## src/rtl/fft_addr_gen_if.sv

```systemverilog
// rtl/fft_addr_gen_if.sv - control and read-address bundle of the FFT address sequencer
interface fft_addr_gen_if #(
  parameter int ADDR_SIZE = 5,
  parameter int STAGE_W   = 3
);
  logic                 i_start;
  logic                 i_stall;
  logic                 o_busy;
  logic                 o_done;
  logic                 o_rd_valid;
  logic [ADDR_SIZE-1:0] o_rdaddr_A;
  logic [ADDR_SIZE-1:0] o_rdaddr_B;
  logic [ADDR_SIZE-2:0] o_twiddle_idx;
  logic [STAGE_W-1:0]   o_stage;

  // Controller side: requests transforms and throttles issue.
  modport master (
    output i_start, i_stall,
    input  o_busy, o_done, o_rd_valid, o_rdaddr_A, o_rdaddr_B, o_twiddle_idx, o_stage
  );

  // Sequencer side.
  modport slave (
    input  i_start, i_stall,
    output o_busy, o_done, o_rd_valid, o_rdaddr_A, o_rdaddr_B, o_twiddle_idx, o_stage
  );
endinterface

```

## src/rtl/fft_addr_gen.sv

```systemverilog
// rtl/fft_addr_gen.sv - radix-2 DIT butterfly read-address and twiddle sequencer
module fft_addr_gen #(
  parameter int ADDR_SIZE    = 5,
  parameter int STAGE_W      = 3,
  parameter int PIPE_LATENCY = 2
) (
  input  logic           i_CLK,
  input  logic           i_RST,
  fft_addr_gen_if.slave  bus
);

  localparam int K_W = ADDR_SIZE - 1;
  localparam int D_W = (PIPE_LATENCY > 1) ? $clog2(PIPE_LATENCY) : 1;
  localparam logic [K_W-1:0]     K_LAST = {K_W{1'b1}};
  localparam logic [D_W-1:0]     D_LAST = (PIPE_LATENCY > 0) ? D_W'(PIPE_LATENCY - 1) : '0;
  localparam logic [STAGE_W-1:0] S_LAST = STAGE_W'(ADDR_SIZE - 1);

  typedef enum logic [1:0] {
    S_IDLE  = 2'd0,
    S_ISSUE = 2'd1,
    S_DRAIN = 2'd2,
    S_DONE  = 2'd3
  } state_t;

  state_t             r_state;
  state_t             w_state_nxt;
  logic [K_W-1:0]     r_k;
  logic [K_W-1:0]     w_k_nxt;
  logic [STAGE_W-1:0] r_stage;
  logic [STAGE_W-1:0] w_stage_nxt;
  logic [D_W-1:0]     r_d;
  logic [D_W-1:0]     w_d_nxt;

  // Address decode: split k at bit s and open a zero gap there for the top leg.
  logic [ADDR_SIZE-1:0] w_span;
  logic [ADDR_SIZE-1:0] w_mask;
  logic [ADDR_SIZE-1:0] w_kx;
  logic [ADDR_SIZE-1:0] w_lo;
  logic [ADDR_SIZE-1:0] w_addr_a;
  logic [ADDR_SIZE-1:0] w_addr_b;
  logic [STAGE_W-1:0]   w_tw_shift;
  logic [K_W-1:0]       w_twiddle;

  assign w_span     = ADDR_SIZE'(1) << r_stage;
  assign w_mask     = w_span - 1'b1;
  assign w_kx       = {1'b0, r_k};
  assign w_lo       = w_kx & w_mask;
  assign w_addr_a   = ((w_kx & ~w_mask) << 1) | w_lo;
  assign w_addr_b   = w_addr_a | w_span;
  assign w_tw_shift = S_LAST - r_stage;
  assign w_twiddle  = K_W'(w_lo << w_tw_shift);

  // State and counter registers; reset aborts any transform without a done pulse.
  always_ff @(posedge i_CLK or posedge i_RST) begin
    if (i_RST) begin
      r_state <= S_IDLE;
      r_k     <= '0;
      r_stage <= '0;
      r_d     <= '0;
    end else begin
      r_state <= w_state_nxt;
      r_k     <= w_k_nxt;
      r_stage <= w_stage_nxt;
      r_d     <= w_d_nxt;
    end
  end

  // Next-state and counter update: k walks one stage, then drain, then next stage.
  always_comb begin
    w_state_nxt = r_state;
    w_k_nxt     = r_k;
    w_stage_nxt = r_stage;
    w_d_nxt     = r_d;
    case (r_state)
      S_IDLE: begin
        if (bus.i_start) begin
          w_state_nxt = S_ISSUE;
          w_k_nxt     = '0;
          w_stage_nxt = '0;
        end
      end
      S_ISSUE: begin
        if (!bus.i_stall) begin
          w_k_nxt = r_k + 1'b1;
          if (r_k == K_LAST) begin
            w_k_nxt = '0;
            if (PIPE_LATENCY == 0) begin
              if (r_stage == S_LAST) begin
                w_state_nxt = S_DONE;
              end else begin
                w_stage_nxt = r_stage + 1'b1;
                w_state_nxt = S_ISSUE;
              end
            end else begin
              w_d_nxt     = '0;
              w_state_nxt = S_DRAIN;
            end
          end
        end
      end
      S_DRAIN: begin
        w_d_nxt = r_d + 1'b1;
        if (r_d == D_LAST) begin
          if (r_stage == S_LAST) begin
            w_state_nxt = S_DONE;
          end else begin
            w_stage_nxt = r_stage + 1'b1;
            w_k_nxt     = '0;
            w_state_nxt = S_ISSUE;
          end
        end
      end
      S_DONE: begin
        w_state_nxt = S_IDLE;
        w_k_nxt     = '0;
        w_stage_nxt = '0;
        w_d_nxt     = '0;
      end
      default: begin
        w_state_nxt = S_IDLE;
      end
    endcase
  end

  // Output decode from registered state; stall gates only the valid flag.
  always_comb begin
    bus.o_busy        = 1'b0;
    bus.o_done        = 1'b0;
    bus.o_rd_valid    = 1'b0;
    bus.o_rdaddr_A    = '0;
    bus.o_rdaddr_B    = '0;
    bus.o_twiddle_idx = '0;
    bus.o_stage       = '0;
    if (r_state != S_IDLE) begin
      bus.o_busy        = 1'b1;
      bus.o_rdaddr_A    = w_addr_a;
      bus.o_rdaddr_B    = w_addr_b;
      bus.o_twiddle_idx = w_twiddle;
      bus.o_stage       = r_stage;
    end
    if (r_state == S_ISSUE) begin
      bus.o_rd_valid = !bus.i_stall;
    end
    if (r_state == S_DONE) begin
      bus.o_done = 1'b1;
    end
  end

endmodule

```

## src/flat_wrapper.sv

```systemverilog
// flat-port wrapper written by rule: the top's interface ports become plain ports
module fft_addr_gen_flat 
#(
  parameter int ADDR_SIZE    = 5,
  parameter int STAGE_W      = 3,
  parameter int PIPE_LATENCY = 2
)
  (i_CLK, i_RST, bus_i_start, bus_i_stall, bus_o_busy, bus_o_done, bus_o_rd_valid, bus_o_rdaddr_A, bus_o_rdaddr_B, bus_o_twiddle_idx, bus_o_stage);
  fft_addr_gen_if #(.ADDR_SIZE(ADDR_SIZE), .STAGE_W(STAGE_W)) bus_i ();
  input  logic i_CLK;
  input  logic i_RST;
  input wire logic [$bits(bus_i.i_start)-1:0] bus_i_start;
  input wire logic [$bits(bus_i.i_stall)-1:0] bus_i_stall;
  output wire logic [$bits(bus_i.o_busy)-1:0] bus_o_busy;
  output wire logic [$bits(bus_i.o_done)-1:0] bus_o_done;
  output wire logic [$bits(bus_i.o_rd_valid)-1:0] bus_o_rd_valid;
  output wire logic [$bits(bus_i.o_rdaddr_A)-1:0] bus_o_rdaddr_A;
  output wire logic [$bits(bus_i.o_rdaddr_B)-1:0] bus_o_rdaddr_B;
  output wire logic [$bits(bus_i.o_twiddle_idx)-1:0] bus_o_twiddle_idx;
  output wire logic [$bits(bus_i.o_stage)-1:0] bus_o_stage;
  assign bus_i.i_start = bus_i_start;
  assign bus_i.i_stall = bus_i_stall;
  assign bus_o_busy = bus_i.o_busy;
  assign bus_o_done = bus_i.o_done;
  assign bus_o_rd_valid = bus_i.o_rd_valid;
  assign bus_o_rdaddr_A = bus_i.o_rdaddr_A;
  assign bus_o_rdaddr_B = bus_i.o_rdaddr_B;
  assign bus_o_twiddle_idx = bus_i.o_twiddle_idx;
  assign bus_o_stage = bus_i.o_stage;
  fft_addr_gen #(.ADDR_SIZE(ADDR_SIZE), .STAGE_W(STAGE_W), .PIPE_LATENCY(PIPE_LATENCY)) u_core (.i_CLK(i_CLK), .i_RST(i_RST), .bus(bus_i));
endmodule
```

## config.mk

```make
export PLATFORM = sky130hd
export DESIGN_NAME = fft_addr_gen_flat
export DESIGN_NICKNAME = d
export VERILOG_FILES = /design/src/rtl/fft_addr_gen_if.sv /design/src/rtl/fft_addr_gen.sv /design/src/flat_wrapper.sv
export SDC_FILE = /design/constraint.sdc
export NUM_CORES = 1
export LEC_CHECK = 0
export ABC_CLOCK_PERIOD_IN_PS = 2800
export CORE_ASPECT_RATIO = 1.25
export CORE_MARGIN = 5
export CORE_UTILIZATION = 43
export CTS_CLUSTER_DIAMETER = 40
export DETAILED_ROUTE_END_ITERATION = 10
export PLACE_DENSITY = 0.72
export SLEW_MARGIN = 20
export SYNTH_ARGS = -nofsm -noshare
export SYNTH_HDL_FRONTEND = slang
export SYNTH_SLANG_ARGS = --single-unit
```

## constraint.sdc

```tcl
create_clock -name i_CLK -period 2.8 [get_ports i_CLK]
set_input_delay 0.56 -clock i_CLK [delete_from_list [all_inputs] [get_ports i_CLK]]
set_output_delay 0.56 -clock i_CLK [all_outputs]
set_load 0.02 [all_outputs]
```

# Yosys cells after proc, flatten, opt, wreduce, memory -nomap -nowiden
# Cells that the tools add are included.
[totals]
ff_bits = 10
input_bits = 4
out_inout_bits = 20
word_cells = 61
[op_classes]
addsub = 5
eq_ne = 10
shift = 2
muxes = 26
bitwise = 5
reduce_logical = 9
[op_table]
columns = ["cell", "count"]
rows = [
  ["4-bit 2-to-1 mux", 6],
  ["4-bit case mux with 4 select lines", 1],
  ["3-bit 2-to-1 mux", 4],
  ["4-bit AND reduction", 3],
  ["2-bit 2-to-1 mux", 5],
  ["5-bit 2-to-1 mux", 2],
  ["5-bit bitwise OR", 2],
  ["3-bit case mux with 3 select lines", 1],
  ["2-bit case mux with 4 select lines", 1],
  ["2-bit != test (second input constant)", 3],
  ["3-bit nonzero test", 2],
  ["4-bit by 5-bit bitwise AND with 5-bit output", 1],
  ["1-bit 2-to-1 mux", 5],
  ["1-bit by 3-bit << shifter with 5-bit output (first input constant)", 1],
  ["5-bit by 3-bit << shifter with 4-bit output", 1],
  ["5-bit by 1-bit subtractor with 5-bit output (second input constant)", 1],
  ["4-bit by 1-bit adder with 4-bit output (second input constant)", 1],
  ["4-bit bitwise AND", 1],
  ["2-bit equality test (second input constant)", 2],
  ["4-bit equality test (second input constant)", 1],
  ["2-bit by 1-bit != test with 1-bit output (second input constant)", 2],
  ["4-bit inverter", 1],
  ["3-bit by 1-bit adder with 3-bit output (second input constant)", 1],
  ["3-bit equality test (second input constant)", 1],
  ["other kinds (8)", 8],
]

# Logic depth before layout (Yosys ltp)
# Gate-level depths: netlist (run 1).
[logic_depth]
ltp_word = 7
mapped_depth = 9
depth_no_buf = 9

# Worst setup path before layout (run 1)
# OpenSTA, ideal clock, no wires.
[synth_timing]
kind = "register to output"
from = "register u_core.r_stage[0]"
to = "output port bus_o_twiddle_idx[2]"
t_arrival_ns = 2.414
t_required_ns = 2.240
slack_ns = -0.174
stages_incl_launch_ff = 10
path_buffers = 0
cell_sequence = "dfrtp_1 > inv_1 > ha_1 > ha_1 > inv_1 > ha_1 > nand2b_1 > mux2_2 > or3_1 > a21oi_1"
[synth_between]
elab_chain_len = 5
word_cells_on_any_way = 6
classes_between = "add/sub (2); shift (2); mux (1); bitwise (1)"
[synth_rtl]
columns = ["item", "line_no", "rtl"]
rows = [
  ["start, declared", "fft_addr_gen.sv:29", "logic [STAGE_W-1:0] r_stage;"],
  ["start signal, assigned", "fft_addr_gen.sv:63", "r_stage <= w_stage_nxt;"],
  ["1-bit by 3-bit << shifter with 5-bit output", "fft_addr_gen.sv:44", "assign w_span = ADDR_SIZE'(1) << r_stage;"],
  ["5-bit by 1-bit subtractor with 5-bit output", "fft_addr_gen.sv:45", "assign w_mask = w_span - 1'b1;"],
  ["4-bit by 5-bit bitwise AND with 5-bit output", "fft_addr_gen.sv:47", "assign w_lo = w_kx & w_mask;"],
  ["5-bit by 3-bit << shifter with 4-bit output *", "fft_addr_gen.sv:51", "assign w_twiddle = K_W'(w_lo << w_tw_shift);"],
  ["4-bit 2-to-1 mux *", "fft_addr_gen.sv:134", "if (r_state != S_IDLE) begin"],
  ["end, declared", "flat_wrapper.sv:19", "output wire logic [$bits(bus_i.o_twiddle_idx)-1:0] bus_o_twiddle_idx;"],
]
# Every way passes the cells marked *; elsewhere a longest branch is shown, timed or not.

# Final worst setup path (run 1)
[layout_timing]
from = "register u_core.r_stage[1]"
to = "output port bus_o_twiddle_idx[2]"
# The elaborated chain is that of the path after synthesis.

==> summary.txt, run 1 <==
Run status
  – Outcome: complete, but fails checks
  – Violated checks: setup timing

Drt
  – First drt pass iteration count: 4
  – Wire per inst: 15.21 um
  – Vias per cell: between 5 and 6
  – Detailed-route via count: between 1000 and 1500
  – ANT nets after route: 0
  – DRC Markers: 0
  – Routed wire length: roughly 2800 um
  – Count of routing violations after the opening detailed-route iteration: 32

Clock network
  – CTS Root Cell: clkbuf_4
  – CTS sink cnt: 10
  – Clock network latency to the later pin of the worst-skew pair: approximately 270 ps
  – Clk buf depth: 2
  – CTS H-tree depth: 1
  – Cts hold-fix bufs: 0
  – CTS clk-pin slew, worst paths: 70 ps
  – TritonCTS Buffers: 3
  – TritonCTS clock tree: done

Cells and area
  – Fin nets: 180
  – Non-Filler Instances: about 190
  – Finished Cell Area: roughly 1500 um^2
  – # fillers: 176
  – Share of layout cells above drive strength 1: 34.34%
  – Number of diodes: 0
  – Area growth, synth to finish: 56.04%

STA
  – Final Cycle Share: 102.5%
  – Max Clk Rate: roughly 350 MHz
  – Final Hold Vio Count: 0
  – Worst slew pin tran: 710.9 ps
  – Worst Slack Setup Final: -68.68 ps
  – Final clock skew: a little over 7 ps
  – Min Tclk post-route: 2869 ps
  – Final setup vio count: 2
  – RSZ-0062 raised after global routing: true
  – Worst slew margin: a little over half
  – Max-slew violations: 0
  – Setup TNS: -74.94 ps

Floorplanning
  – Std-Cell Rows: 19
  – Core Area: between 2000 and 2500 um^2
  – Die height: ~62 um
  – Initial core utilization: approximately 44%
  – Die ar.: about 3200 um^2
  – # IOs: 24
  – Chip width: slightly above 50 um

Pwr
  – Logic pwr share: between 70% and 80%
  – Flop pwr share: 14.9%
  – Clock network power share: a little over 8%
  – Worst vdd ir: a little under 0.7 mV
  – Sw Share: 45.21%
  – Pwr dens: about 1100 nW/um^2
  – Switch Pwr: roughly 0.00073 W
  – Pint: roughly 0.00088 W
  – Pleak: roughly 0.64 nW

Min path
  – Worst min path class: input port to asynchronous set/reset pin

Logic synthesis
  – Xor and xnor area share after synthesis: under 10%
  – Main flop type after synthesis: dfrtp_1
  – Synthesized area per cell: 7.786 um^2
  – Post-Synth Adder-Cell Area: between 10% and 20%
  – Simple-gate portion of the synthesized area: between 20 and 30%
  – Post-synthesis mux area share: 3.586%
  – Syn. warnings: 0
  – Syn Nets: about 130
  – Area of the mapped netlist: roughly 940 um^2
  – Compound-Gate Fraction of Synth Area: 21.51%
  – Syn Inst Count: around 120
  – Post-synthesis sequential area ratio: a little over a quarter
  – Synth cell types: 37
  – Largest family of logic cells by synthesized area: simple AND/OR/NAND/NOR gates
  – Post-synth ARST share: 100.0%
  – Seq cells post-synth: 10
  – Post-synth EDFFs: 0

Worst setup path
  – Setup crit start kind: register
  – Crit Path Class: register to output port
  – CP Buf/Inv Count: 3
  – Critical path, cell by cell: inv_2 -> ha_4 -> ha_4 -> inv_4 -> ha_4 -> nand2b_4 -> mux2_4 -> or3_4 -> a21oi_4 -> buf_6
  – Crit. End Element: output port
  – Critical path's top delay family: simple AND/OR/NAND/NOR gates
  – Worst Path Max Fanout: 3
  – Most used cell, CP: ha_4
  – Crit path required time: about 2200 ps
  – Crit-path slowest cell: or3_4
  – Crit path arrival time: 2310 ps
  – Max incr delay on CP: around 400 ps

Global route
  – Vias in the first global route: 1057
  – Initial antenna violation count: 0
  – Congestion Overflow GR: 0
  – First-pass GRT wire length: 4457 um
  – Largest net degree at the start of global routing: 15
  – Global Route Usage Sum: between 10% and 20%

Run
  – Max-cap viol count: 0

Placement
  – Placed Instances: 180
  – DP Worst Slack: -363.0 ps
  – Placed cell areas: about 1300 um^2
  – Dpl hpwl: ~2100 um
  – RePlAce Congestion: just under 0.9
  – IO buf count: 23
## cell families after synthesis
| kind of cell | count (synthesis) |
|---|---|
| flops | 10 |
| compound gates | 31 |
| mux | 3 |
| buf+inv | 13 |
| fa+ha+maj | 9 |
| simple gates | 53 |
| xor+xnor | 2 |
## worst paths after layout
check / slack (ps) / end / start / cells after the start
max in group asynchronous: 1940 / u_core.r_stage[0] / i_RST / 2
setup reg to reg: 680 / u_core.r_k[3] / u_core.r_stage[1] / 10
hold reg to reg: 590 / u_core.r_k[1] / u_core.r_k[1] / 2
hold / removal: 570 / u_core.r_stage[2] / i_RST / 2
setup / recovery: -70 / bus_o_twiddle_idx[2] / u_core.r_stage[1] / 10
min in group i_CLK: 590 / u_core.r_k[1] / u_core.r_k[1] / 2
## synthesized netlist by cell type, drive strengths merged (3+ instances only)
library cell,n,area (um^2)
nand2,13,48.80
mux2,3,33.78
nand2b,3,18.77
o21ai,7,35.03
nor2b,6,37.54
nor2,13,48.80
dfrtp,10,250.2
nand3,3,15.01
ha,9,112.6
a21oi,12,63.81
inv,10,37.54
or3,4,25.02
## worst reg2reg max path, stage by stage, from the launching register on
cell and delay (ps):
dfrtp_1 360, inv_2 60, ha_4 170, buf_4 120, buf_4 120, buf_4 120
ha_1 220, and3b_1 250, o31ai_2 110, or3_1 370, a32oi_1 150
## final cells by class
cell class | instances | area [um^2] | share of cell area, %
multi-input combinational | 98 | 743.2 | 50.55
timing repair buffer | 44 | 374.1 | 25.45
sequential | 10 | 250.2 | 17.02
inverter | 10 | 40.04 | 2.723
clock buffer | 4 | 36.28 | 2.468
tap | 21 | 26.28 | 1.787
## registers in the layout (all words and copies together), names as in the netlist
signal	flops
u_core.r_state	2
u_core.r_stage	3
u_core.r_d	1
u_core.r_k	4
## layer usage
| metal | global-route usage [%] | share of wire (%) |
|---|---|---|
| met3 | 2.392 | 3.7 |
| met4 | 11.48 | 5.0 |
| met1 | 17.75 | 38 |
| met2 | 33.65 | 54 |
| met5 | 0 | 0 |
## cell usage in the layout, fill, tap and decap left out, types with 2 or more instances in the layout
cell type and count:
mux2_2 2, o21ai_0 7, buf_2 2, nand2b_1 2, dfrtp_1 10, and3b_1 2
nor2b_1 4, buf_4 20, inv_2 2, a21oi_2 2, xnor2_1 2, nor2_1 13
nand3_1 3, nand2_1 12, ha_4 4, inv_1 7, ha_1 4, dlygate4sd2_1 3
clkbuf_2 2, nand4b_1 2, a21oi_1 9, buf_6 5, clkdlybuf4s50_1 11, clkbuf_4 3
or3_1 3
## through the flow
stage	utilization (%)	power, W	hold WS (ps)
final	68.71	0.001611	571.4
after global routing	68.71	0.001728	605.6
after CTS	66.02	0.001526	586.9
after detailed placement	62.22	0.001336	572.1
after global placement	62.22	0.001314	565.7
after floorplan	-	0.0008643	400.2
## timing repair
item,in CTS,in global routing
gates cloned,0,0
gates resized for setup,52,16
buffers inserted,1,2
pin swaps,5,8
endpoints found under the setup margin,12,9
## power by group through the flow
stage / clock [W] / combinational (W) / sequential, W
2_1_floorplan: 0 / 0.000625 / 0.000239
3_3_place_gp: 0 / 0.00108 / 0.000237
3_5_place_dp: 0 / 0.00110 / 0.000240
4_1_cts: 0.000135 / 0.00115 / 0.000238
5_1_grt: 0.000145 / 0.00134 / 0.000246
6_report: 0.000131 / 0.00124 / 0.000240
Power figures use the tool's default switching activity.
==> inputs of run 2 (changes only) <==
--- a/config.mk
+++ b/config.mk
@@ -11,7 +11,7 @@
 export CORE_UTILIZATION = 43
 export CTS_CLUSTER_DIAMETER = 40
 export DETAILED_ROUTE_END_ITERATION = 10
-export PLACE_DENSITY = 0.72
+export PLACE_DENSITY_LB_ADDON = 0.2
 export SLEW_MARGIN = 20
 export SYNTH_ARGS = -nofsm -noshare
 export SYNTH_HDL_FRONTEND = slang
==> summary.txt, run 2 (synthesized netlist as in run 1, its figures left out) <==
Run status
  – Outcome: complete, but fails checks
  – Violated checks: setup timing

Cells and area
  – Finished Cell Area: roughly 1500 um^2
  – Share of layout cells above drive strength 1: between 30% and 40%
  – Area of the multi-input gates: roughly 760 um^2
  – Register area: 250.2 um^2
  – Area growth, synth to finish: 57.37%
  – Number of diodes: 0
  – # fillers: about 190
  – Leading cell type in the layout, fill and taps excluded: buf_4
  – Most frequent cells in the layout: 19 x buf_4, 13 x nor2_1, 11 x nand2_1, 11 x clkdlybuf4s50_1, 10 x dfrtp_1
  – Max FFs per register: 4
  – Non-Filler Instances: ~190
  – Top flop regs: u_core.r_k: 4 flops, u_core.r_stage: 3 flops, u_core.r_state: 2 flops
  – Fin nets: 179
  – Top reg by flops: u_core.r_k

STA
  – Final setup vio count: 3
  – Max Clk Rate: between 300 and 400 MHz
  – Min Tclk post-route: ~2800 ps
  – Final clock skew: between 7 and 8 ps
  – Worst slew pin tran: roughly 710 ps
  – RSZ-0062 raised after global routing: true
  – Worst Slack Setup Final: -45.10 ps
  – Max-slew violations: 0
  – Final Cycle Share: 101.6%
  – Worst slew margin: between 50% and 60%
  – Final Hold Vio Count: 0

Drt
  – Detailed-route via count: 1042
  – DRC Markers: 0
  – First drt pass iteration count: 4
  – Count of routing violations after the opening detailed-route iteration: 13
  – Vias per cell: between 5 and 6
  – Wire per inst: 15.18 um
  – Routed wire length: ~2800 um
  – ANT nets after route: 0

Floorplanning
  – Die ar.: 3233 um^2
  – Die height: around 62 um
  – Initial core utilization: around 44%
  – Core Area: 2140 um^2
  – Std-Cell Rows: 19
  – # IOs: 24
  – Chip width: about 52 um

Placement
  – Placed Instances: 180
  – Dpl hpwl: ~2100 um
  – IO buf count: 23
  – RePlAce Congestion: between 0.8 and 0.9
  – DP Worst Slack: -361.9 ps
  – Placed cell areas: around 1300 um^2

Clock network
  – TritonCTS clock tree: done
  – CTS clk-pin slew, worst paths: 70 ps
  – TritonCTS Buffers: 3
  – CTS sink cnt: 10
  – Clk buf depth: 2
  – CTS H-tree depth: 1
  – Cts hold-fix bufs: 0
  – Clock network latency to the later pin of the worst-skew pair: 280 ps
  – CTS Root Cell: clkbuf_4

Min path
  – Worst min path class: input port to asynchronous set/reset pin

Global route
  – Congestion Overflow GR: 0
  – First-pass GRT wire length: 4629 um
  – Vias in the first global route: roughly 1000
  – Initial antenna violation count: 0
  – Largest net degree at the start of global routing: 14
  – Global Route Usage Sum: a little under a fifth

Pwr
  – Worst vdd ir: between 0.6 and 0.7 mV
  – Pwr dens: around 1100 nW/um^2
  – Post-route total power: about 0.0016 W
  – Pleak: around 0.66 nW

Worst setup path
  – Worst Path Max Fanout: 6
  – Setup crit start kind: register
  – Crit path required time: between 2000 and 2500 ps
  – Crit Path Class: register to output port
  – Crit. End Element: output port
  – Crit path arrival time: 2290 ps

Run
  – Max-cap viol count: 0
==> run 2: cell type report <==
class / count / area share, %
Sequential cell: 10 / 16.88
Timing Repair Buffer: 43 / 24.98
Inverter: 10 / 2.532
Clock buffer: 4 / 2.447
Tap cell: 21 / 1.772
Multi-Input combinational cell: 98 / 51.39
==> run 2: power by group <==
group	leakage, nW	switching (W)	internal (W)
Clock	0.0210	0.0000561	0.0000791
Sequential	0.132	0.0000728	0.000191
Combinational	0.511	0.000608	0.000597
==> run 2: worst paths after layout <==
path / from / endpoint / slack, ps / cells after the start
max: u_core.r_stage[0] / bus_o_rdaddr_B[4] / -50 / 9
min: i_RST / u_core.r_d / 560 / 2
max reg2reg: u_core.r_stage[0] / u_core.r_k[3] / 750 / 9
min reg2reg: u_core.r_state[1] / u_core.r_stage[1] / 600 / 2
max in group asynchronous: i_RST / u_core.r_stage[2] / 1950 / 2
min in group i_CLK: u_core.r_state[1] / u_core.r_stage[1] / 600 / 2
==> run 2: what timing repair did <==
action | in CTS | in global routing
gates resized for setup | 51 | 20
pin swaps | 9 | 6
setup endpoints to repair | 12 | 10
setup buffers | 2 | 0
==> run 2: metrics by stage <==
stage / utilization, % / TNS, ps / hold slack (ps)
6_report: 69.30 / -100.8 / 560.8
5_1_grt: 69.30 / -507.7 / 615.7
3_5_place_dp: 62.22 / -1915 / 570.0
4_1_cts: 66.73 / -248.6 / 576.8
2_1_floorplan: - / 0 / 400.2
3_3_place_gp: 62.22 / -1374 / 551.5
==> run 2: critical path, stage by stage (launching register included) <==
cell and delay (ps):
dfrtp_1 380, inv_2 70, ha_4 170, ha_4 160, buf_6 120, or3_4 320, a32o_2 280, or2_4 240
a21oi_2 140, buf_6 130
==> run 2: metal layers <==
metal	routed length [um]	part of all wire [%]	vias up	track usage [%]
met5	0	0	-	0
met4	89	3.2	0	10.82
met3	127	4.5	9	0.7177
met2	1514	54	33	34.75
met1	1093	39	490	19.26
li1	-	-	510	-
==> inputs of run 3 (changes only) <==
--- a/config.mk
+++ b/config.mk
@@ -5,10 +5,11 @@
 export SDC_FILE = /design/constraint.sdc
 export NUM_CORES = 1
 export LEC_CHECK = 0
+export ABC_AREA = 1
 export ABC_CLOCK_PERIOD_IN_PS = 2800
 export CORE_ASPECT_RATIO = 1.25
 export CORE_MARGIN = 5
-export CORE_UTILIZATION = 43
+export CORE_UTILIZATION = 44
 export CTS_CLUSTER_DIAMETER = 40
 export DETAILED_ROUTE_END_ITERATION = 10
 export PLACE_DENSITY_LB_ADDON = 0.2
==> summary.txt, run 3 <==
Global route
  – GR Layer Usage met2: 28.18%
  – Largest net degree at the start of global routing: 11
  – Congestion Overflow GR: 0
  – First-pass GRT wire length: slightly below 4000 um
  – M1 GR Usage: 17.24%
  – Vias in the first global route: between 900 and 1000
  – Met3 GRT Util: between 2 and 2.5%
  – Initial antenna violation count: 0
  – Global Route Usage Sum: about 16%
  – GRT busiest layer: met2

Floorplanning
  – Die ar.: around 3200 um^2
  – # IOs: 24
  – Chip width: between 50 and 60 um
  – Die height: 62.22 um
  – Initial core utilization: between 40 and 50%
  – Core Area: 2140 um^2
  – Std-Cell Rows: 19

Logic synthesis
  – Syn Nets: between 150 and 200
  – Post-synth ARST share: 100.0%
  – Main flop type after synthesis: dfrtp_1
  – Syn Inst Count: around 140
  – Synth area leaders: dfrtp_1 26%, nand2_1 13%, ha_1 12%, inv_1 8.6%, nand3_1 5.7%
  – Synthesized area per cell: approximately 6.8 um^2
  – Synth top cells by count: 34 x nand2_1, 22 x inv_1, 13 x nor2_1, 11 x nand3_1, 10 x dfrtp_1
  – Seq cells post-synth: 10
  – Post-synthesis sequential area ratio: between 20% and 30%
  – Post-synth EDFFs: 0
  – Most common cell in the synthesized netlist: nand2_1
  – Synth top area share: between 20% and 30%
  – Syn. warnings: 0
  – Area of the mapped netlist: roughly 960 um^2
  – Top cell type by total area after synthesis: dfrtp_1
  – Synth cell types: 23

Cells and area
  – Finished Cell Area: between 1000 and 1500 um^2
  – Number of diodes: 0
  – Top flop regs: u_core.r_k: 4 flops, u_core.r_stage: 3 flops, u_core.r_state: 2 flops
  – Most frequent cells in the layout: 34 x nand2_1, 22 x inv_1, 12 x nor2_1
  – Top reg by flops: u_core.r_k
  – Max FFs per register: 4
  – Area growth, synth to finish: 33.64%
  – Fin nets: between 150 and 200
  – Leading cell type in the layout, fill and taps excluded: nand2_1
  – # fillers: around 220
  – Final Util: approximately 60%
  – Share of layout cells above drive strength 1: roughly 23%

STA
  – Max-slew violations: 0
  – Final Cycle Share: 94.63%
  – Worst slew margin: 73.77%
  – Worst slew pin tran: about 390 ps
  – RSZ-0062 raised after global routing: false
  – Min Tclk post-route: about 2600 ps
  – Setup TNS: 0 ps
  – Max Clk Rate: 377.4 MHz
  – Final Hold Vio Count: 0
  – Final setup vio count: 0
  – Final clock skew: ~4.2 ps

Drt
  – Detailed-route via count: roughly 1000
  – Vias per cell: 5.056
  – DRC Markers: 0
  – Routed wire length: ~2400 um
  – First drt pass iteration count: 4
  – Count of routing violations after the opening detailed-route iteration: 13
  – ANT nets after route: 0
  – Wire per inst: approximately 12 um

Clock network
  – Number of post-CTS setup repair buffers: 0
  – CTS H-tree depth: 1
  – TritonCTS clock tree: done
  – TritonCTS Buffers: 3
  – CTS Root Cell: clkbuf_4
  – Clk buf depth: 2
  – Clock network latency to the later pin of the worst-skew pair: roughly 270 ps
  – CTS clk-pin slew, worst paths: around 60 ps
  – CTS sink cnt: 10
  – Cts hold-fix bufs: 0

Worst setup path
  – Worst reg2reg path startpoint: u_core.r_stage[1]
  – Crit path arrival time: approximately 2100 ps
  – Worst Path Max Fanout: 3
  – Crit Path Class: register to output port
  – Reg-to-reg slack, setup: roughly 1200 ps
  – Setup crit start kind: register
  – Register-to-Register Path Depth: 10
  – Crit. End Element: output port
  – Crit path required time: between 2000 and 2500 ps
  – R2R Path End: u_core.r_stage[1]

Placement
  – Dpl hpwl: about 2000 um
  – IO buf count: 23
  – Placed cell areas: between 1000 and 1500 um^2
  – RePlAce Congestion: between 0.8 and 0.9

Pwr
  – Post-route total power: roughly 0.0013 W
  – Worst vdd ir: 0.6721 mV
  – Pleak: 0.6776 nW
  – Pwr dens: about 1000 nW/um^2

Min path
  – WHS Endpoint: u_core.r_d
  – Hold wc startpoint: u_core.r_d
  – WHS Path Cells: 2
  – Worst min path class: register to register

Run status
  – Outcome: complete, no violations

Run
  – Max-cap viol count: 0
-- run 3: routing by layer --
| layer | wire length (um) | share of wire [%] |
|---|---|---|
| met2 | 1213 | 52 |
| met4 | 37 | 1.6 |
| met1 | 983 | 42 |
| met3 | 118 | 5.0 |
| met5 | 0 | 0 |
-- run 3: where the power goes --
group,internal [W],switching (W)
Combinational,0.000359,0.000553
Sequential,0.000185,0.0000574
Clock,0.0000790,0.0000518
Total,0.000623,0.000662
-- run 3: timing repair --
| item | CTS | global route |
|---|---|---|
| endpoints found under the setup margin | 11 | 11 |
| pin swaps | 0 | 1 |
| gates resized for setup | 15 | 19 |
| cloned | 0 | 0 |
-- run 3: kinds of logic after synthesis --
group	Yosys count	share of synthesized area, %
compound gates	21	12.39
xor+xnor	1	0.9128
fa+ha+maj	9	11.73
buf+inv	26	10.43
flops	10	26.08
simple gates	74	38.46
-- run 3: layout make-up --
cell class,instances,area [um^2],area share [%]
multi-input combinational,105,611.8,47.71
timing repair buffer,33,267.8,20.88
sequential,10,250.2,19.51
inverter,24,90.09,7.024
clock buffer,4,36.28,2.829
tap,21,26.28,2.049
-- run 3: through the flow --
stage / hold slack, ps / std cells / setup WS [ps]
6_report: 476.5 / 197 / 150.4
5_1_grt: 504.1 / 197 / 15.79
4_1_cts: 482.7 / 197 / 4.512
3_5_place_dp: 467.1 / 193 / -41.70
3_3_place_gp: 456.4 / 193 / 17.34
2_1_floorplan: 400.2 / 141 / 141.6
-- run 3: worst max-delay path by stage --
stage / startpoint / end
finish: u_core.r_stage[1] / bus_o_rdaddr_A[2]
global route: u_core.r_stage[1] / bus_o_rdaddr_A[2]
CTS: u_core.r_stage[0] / bus_o_twiddle_idx[3]
detailed placement: u_core.r_stage[0] / bus_o_twiddle_idx[3]
global placement: u_core.r_stage[0] / bus_o_twiddle_idx[3]
floorplan: u_core.r_stage[0] / bus_o_rdaddr_B[2]
-- run 3: worst max-delay path, cell delays in order, from the launching register on --
cell             delay [ps]
dfrtp_1                 360
inv_1                    60
ha_1                    190
ha_1                    210
inv_1                    80
ha_1                    160
inv_1                    40
nand2_1                  90
nand3_1                 100
a21oi_1                 200
clkdlybuf4s15_1         330
